$ cat src/rtl/ex_div.sv
// Multi-cycle radix-2 restoring divider for DIV/DIVU: quotient to LO, remainder to HI.
// Optional `DIV_EARLY_EXIT_EN: finish on the accept edge when |dividend| < |divisor|.
module ex_div #(
   parameter int WIDTH = 32,
   parameter int CNT_W = 6
) (
   input  logic             clk,
   input  logic             reset,
   input  logic             start,
   input  logic             signed_div,
   input  logic [WIDTH-1:0] dividend,
   input  logic [WIDTH-1:0] divisor,
   input  logic             annul,
   output logic [WIDTH-1:0] result_lo,
   output logic [WIDTH-1:0] result_hi,
   output logic             ready,
   output logic             stall_req
);

   // state | meaning
   // IDLE  | waiting for start; ready low
   // DZERO | divisor was zero; results forced to zero on the next edge
   // RUN   | one restoring iteration per cycle
   // DONE  | results valid, held until start drops or annul
   typedef enum logic [1:0] {IDLE, DZERO, RUN, DONE} state_t;

   state_t           state, state_nx;
   logic [CNT_W-1:0] cnt, cnt_nx;
   logic [WIDTH-1:0] rem, rem_nx;
   logic [WIDTH-1:0] quo, quo_nx;
   logic [WIDTH-1:0] dvs, dvs_nx;
   logic             neg_q, neg_q_nx;
   logic             neg_r, neg_r_nx;
   logic [WIDTH-1:0] lo_nx, hi_nx;
   logic             ready_nx;

   logic             a_neg, b_neg;
   logic [WIDTH-1:0] a_mag, b_mag;
   logic [WIDTH:0]   shifted, trial;
   logic [WIDTH-1:0] q_step, r_step;

   assign a_neg = signed_div & dividend[WIDTH-1];
   assign b_neg = signed_div & divisor[WIDTH-1];
   assign a_mag = a_neg ? -dividend : dividend;
   assign b_mag = b_neg ? -divisor : divisor;

   // Extra top bit keeps |most-negative| representable during the trial subtract.
   assign shifted = {rem, quo[WIDTH-1]};
   assign trial   = shifted - {1'b0, dvs};
   assign q_step  = {quo[WIDTH-2:0], ~trial[WIDTH]};
   assign r_step  = trial[WIDTH] ? shifted[WIDTH-1:0] : trial[WIDTH-1:0];

   assign stall_req = start & ~ready & ~annul;

   always_comb begin
      state_nx = state;
      cnt_nx   = cnt;
      rem_nx   = rem;
      quo_nx   = quo;
      dvs_nx   = dvs;
      neg_q_nx = neg_q;
      neg_r_nx = neg_r;
      lo_nx    = result_lo;
      hi_nx    = result_hi;
      ready_nx = ready;
      case (state)
         IDLE: begin
            ready_nx = 1'b0;
            if (start && !annul) begin
               if (divisor == '0) begin
                  state_nx = DZERO;
               end
`ifdef DIV_EARLY_EXIT_EN
               else if (a_mag < b_mag) begin
                  state_nx = DONE;
                  lo_nx    = '0;
                  hi_nx    = dividend;
                  ready_nx = 1'b1;
               end
`endif
               else begin
                  quo_nx   = a_mag;
                  dvs_nx   = b_mag;
                  rem_nx   = '0;
                  cnt_nx   = '0;
                  neg_q_nx = a_neg ^ b_neg;
                  neg_r_nx = a_neg;
                  state_nx = RUN;
               end
            end
         end
         DZERO: begin
            if (annul) begin
               state_nx = IDLE;
               ready_nx = 1'b0;
            end else begin
               state_nx = DONE;
               lo_nx    = '0;
               hi_nx    = '0;
               ready_nx = 1'b1;
            end
         end
         RUN: begin
            if (annul) begin
               state_nx = IDLE;
               ready_nx = 1'b0;
            end else begin
               quo_nx = q_step;
               rem_nx = r_step;
               cnt_nx = cnt + CNT_W'(1);
               if (cnt == CNT_W'(WIDTH-1)) begin
                  state_nx = DONE;
                  lo_nx    = neg_q ? -q_step : q_step;
                  hi_nx    = neg_r ? -r_step : r_step;
                  ready_nx = 1'b1;
               end
            end
         end
         DONE: begin
            if (annul || !start) begin
               state_nx = IDLE;
               ready_nx = 1'b0;
            end
         end
         default: begin
            state_nx = IDLE;
            ready_nx = 1'b0;
         end
      endcase
   end

   always_ff @(posedge clk or negedge reset) begin
      if (!reset) begin
         state     <= IDLE;
         cnt       <= '0;
         rem       <= '0;
         quo       <= '0;
         dvs       <= '0;
         neg_q     <= 1'b0;
         neg_r     <= 1'b0;
         result_lo <= '0;
         result_hi <= '0;
         ready     <= 1'b0;
      end else begin
         state     <= state_nx;
         cnt       <= cnt_nx;
         rem       <= rem_nx;
         quo       <= quo_nx;
         dvs       <= dvs_nx;
         neg_q     <= neg_q_nx;
         neg_r     <= neg_r_nx;
         result_lo <= lo_nx;
         result_hi <= hi_nx;
         ready     <= ready_nx;
      end
   end

endmodule

$ cat config.mk
export PLATFORM = sky130hd
export DESIGN_NAME = ex_div
export DESIGN_NICKNAME = d
export VERILOG_FILES = /design/src/rtl/ex_div.sv
export SDC_FILE = /design/constraint.sdc
export NUM_CORES = 1
export LEC_CHECK = 0
export ABC_AREA = 1
export BUFFER_PORTS_ARGS = -buffer_cell sky130_fd_sc_hd__buf_4
export CORE_MARGIN = 2
export CORE_UTILIZATION = 28
export CTS_BUF_LIST = sky130_fd_sc_hd__clkbuf_2 sky130_fd_sc_hd__clkbuf_4 sky130_fd_sc_hd__clkbuf_8
export DETAILED_ROUTE_END_ITERATION = 7
export PLACE_DENSITY_LB_ADDON = 0.25
export SETUP_SLACK_MARGIN = 0.15
export SLEW_MARGIN = 10
export SYNTH_ARGS = -nofsm -noshare
export SYNTH_HDL_FRONTEND = slang
export SYNTH_SLANG_ARGS = --single-unit
$ cat constraint.sdc
create_clock -name clk -period 3.6 [get_ports clk]
set_clock_uncertainty 0.2 [all_clocks]
set_input_delay 0.18 -clock clk [delete_from_list [all_inputs] [get_ports clk]]
set_output_delay 0.18 -clock clk [all_outputs]
set_load 0.02 [all_outputs]
==> flow_metrics.env <==
export IMPL_layout_cells_non_filler=2814
export IMPL_arrival_ns=3.65
export IMPL_setup_viol=0
export IMPL_clk_latency_ns=0.49
export IMPL_setup_tns_ns=0
export IMPL_dieArea_mm2=0.0467
export IMPL_cp_start_kind="register"
export IMPL_r2r_cells=27
export IMPL_wire_per_inst_um=15.9
export IMPL_fin_crit_ns=3.46
export IMPL_hold_class="in2async"
export IMPL_final_cell_mix="nand2_1, buf_4, inv_1"
export IMPL_status="complete, no violations"
export IMPL_vias_per_cell=4.70
export IMPL_vias=13200
export IMPL_syn_nets=2009
export IMPL_yosys_cell_types_count=54
export IMPL_crit_fanout=4
export IMPL_grt_max_degree=103
export IMPL_syn_inst=1897
export IMPL_nets=2321
export IMPL_slew_headroom=0.337
export IMPL_drt_total_wl_um=44800
export IMPL_period_share=0.961
export IMPL_drt_first_iter_violations=790
export IMPL_cp_required_ns=3.79
export IMPL_worstSetupPathType="reg2reg"
export IMPL_rsz0062_at_grt="yes"
export IMPL_yosys_warnings=0
export IMPL_synthFlopType="dfrtp_1"
export IMPL_drc=0
export IMPL_fp_dieH_um=216
export IMPL_r2r_end="result_lo[22]"
export IMPL_die_w_um=216
export IMPL_root_buffer="clkbuf_8"
export IMPL_cts_tree="done"
export IMPL_postLayoutCoreUtil=0.392
export IMPL_slew_viol_final=0
export IMPL_synth_seq_cells=171
export IMPL_core_mm2=0.0443
export IMPL_startpoint="quo[31]"
export IMPL_boundaryPins=135
export IMPL_clock_path_buffers=2
export IMPL_final_layout_size_suffix_gt1_frac=0.226
export IMPL_rrSetupSlack_ns=0.14
export IMPL_synth_edff_count=0
export IMPL_end_kind="register"
export IMPL_dp_hpwl_um=33700
export IMPL_async_reset_ff_frac=1.00
export IMPL_ys_seq_area_frac=0.339
export IMPL_num_rows=77
export IMPL_gp_congestion=0.898
export IMPL_grt_pass1_wl_um=70000
export IMPL_worstSetupEndpoint="result_lo[22]"
export IMPL_grt_use_total=0.190
export IMPL_reg2reg_from="quo[31]"
export IMPL_worst_pin_slew_ns=0.991
export IMPL_htree_levels=4
export IMPL_antenna_left=0
export IMPL_netlist_area_mm2=0.0126
export IMPL_syn_to_final_growth_pct=37.8
export IMPL_grt_pass1_vias=13100
export IMPL_start_util=0.284
export IMPL_antenna_found_initial=2
export IMPL_hold_viol_final=0
export IMPL_overflow=0
export IMPL_syn_mean_instance_area_um2=6.65
export IMPL_final_common_cell="nand2_1"
export IMPL_dr_pass1_iters=5
export IMPL_place_inst=2666
export IMPL_cts_inserted_buffers=17
export IMPL_cts_sinks=171
export IMPL_fmax_ghz=0.289
export IMPL_maxCapViolCount=0
export IMPL_clk_pin_slew_ns=0.10
export IMPL_io_buffers=134
state kept, by name, summed over array words and instances, names as in the netlist:
register and count:
state 2, neg_r 1, rem 32, result_hi 32, result_lo 32, quo 32
dvs 32, ready 1, cnt 6, neg_q 1
layer usage:
metal / routed length, um / vias to the layer above / GRT usage / part of all wire
li1: - / 6762 / - / -
met1: 20200 / 6208 / 0.243 / 0.45
met2: 22500 / 227 / 0.338 / 0.50
met3: 1090 / 41 / 0.0204 / 0.024
met4: 930 / 0 / 0.0559 / 0.021
met5: 0 / - / 0 / 0
worst max-delay path: stages (launching register included):
cell,delay (ns)
dfrtp_1,0.38
inv_2,0.07
ha_4,0.12
inv_2,0.03
fa_2,0.34
nand2_2,0.07
nand2_2,0.06
nand3_2,0.07
nand2_2,0.08
nand2_2,0.08
nand2_4,0.06
nand2_4,0.09
buf_6,0.10
nand3_4,0.08
nand2_8,0.10
ha_4,0.14
nand3_2,0.07
inv_2,0.07
nand3_2,0.07
nor2_2,0.12
inv_2,0.08
nor4_4,0.24
a31oi_2,0.16
a21oi_2,0.17
buf_4,0.13
inv_1,0.03
nor2_1,0.07
o21ai_1,0.07
area by class of cell:
cell class / instances / area [um^2]
diodes: 1 / 2.50
inverters: 254 / 953
clock buffers: 21 / 283
multi-input cells: 1417 / 8020
flip-flops and latches: 171 / 4290
repair buffers: 348 / 2990
clock inverters: 10 / 83.8
well taps: 592 / 741
fillers: 4730 / 27000
kinds of logic after synthesis:
logic type / Yosys count / share of synthesized area
AO/OA/AOI/OAI: 322 / 0.145
XOR/XNOR: 75 / 0.0521
adder cells (fa/ha/maj): 43 / 0.0433
buffers and inverters: 310 / 0.0963
flip-flops: 171 / 0.339
AND/OR/NAND/NOR: 976 / 0.324
Yosys cell counts, types with 5 or more instances:
library cell | number | area (um^2)
a21oi_1 | 72 | 360
a22oi_1 | 26 | 195
and2_1 | 5 | 31.3
clkbuf_1 | 40 | 150
dfrtp_1 | 171 | 4280
ha_1 | 42 | 526
inv_1 | 251 | 942
nand2_1 | 581 | 2180
nand2_2 | 12 | 75.1
nand3_1 | 116 | 581
nand3b_1 | 6 | 45.0
nand4_1 | 16 | 100
nor2_1 | 177 | 664
nor2_2 | 7 | 43.8
nor3_1 | 31 | 155
nor4_1 | 7 | 43.8
o21ai_0 | 141 | 706
o21ai_1 | 21 | 105
o221ai_1 | 6 | 52.6
o22ai_1 | 25 | 156
o31ai_1 | 6 | 45.0
xnor2_1 | 31 | 272
xor2_1 | 44 | 385
worst min-delay path by stage:
stage           from  slack [ns]  depth (start not counted)  endpoint
2_1_floorplan  reset       -0.32                          0    cnt[0]
3_3_place_gp   reset       -0.15                          1   dvs[29]
3_5_place_dp   reset       -0.15                          1   dvs[29]
4_1_cts        start        0.06                          5     ready
5_1_grt        start        0.12                          5     ready
6_report       reset         0.1                          3   dvs[25]
through the flow:
stage / setup WS (ns) / area [um^2] / hold slack, ns
finish: 0.140 / 17400 / 0.0963
CTS: 0.138 / 16300 / 0.0580
global route: -0.0869 / 17400 / 0.116
floorplan: 0.158 / 12700 / -0.316
global placement: -0.0787 / 15000 / -0.152
detailed placement: -0.0827 / 15000 / -0.150
timing repair:
action                                 CTS  global route
pin swaps                               11            59
buffers inserted                         6            27
gates resized for setup                 26           200
endpoints found under the hold margin  239             0
setup endpoints to repair               24            69
hold buffers                            79             0
gates cloned                             1             3
Power is not shown: default switching activity piles up to over one toggle a cycle in this logic, so the estimate is an artifact.
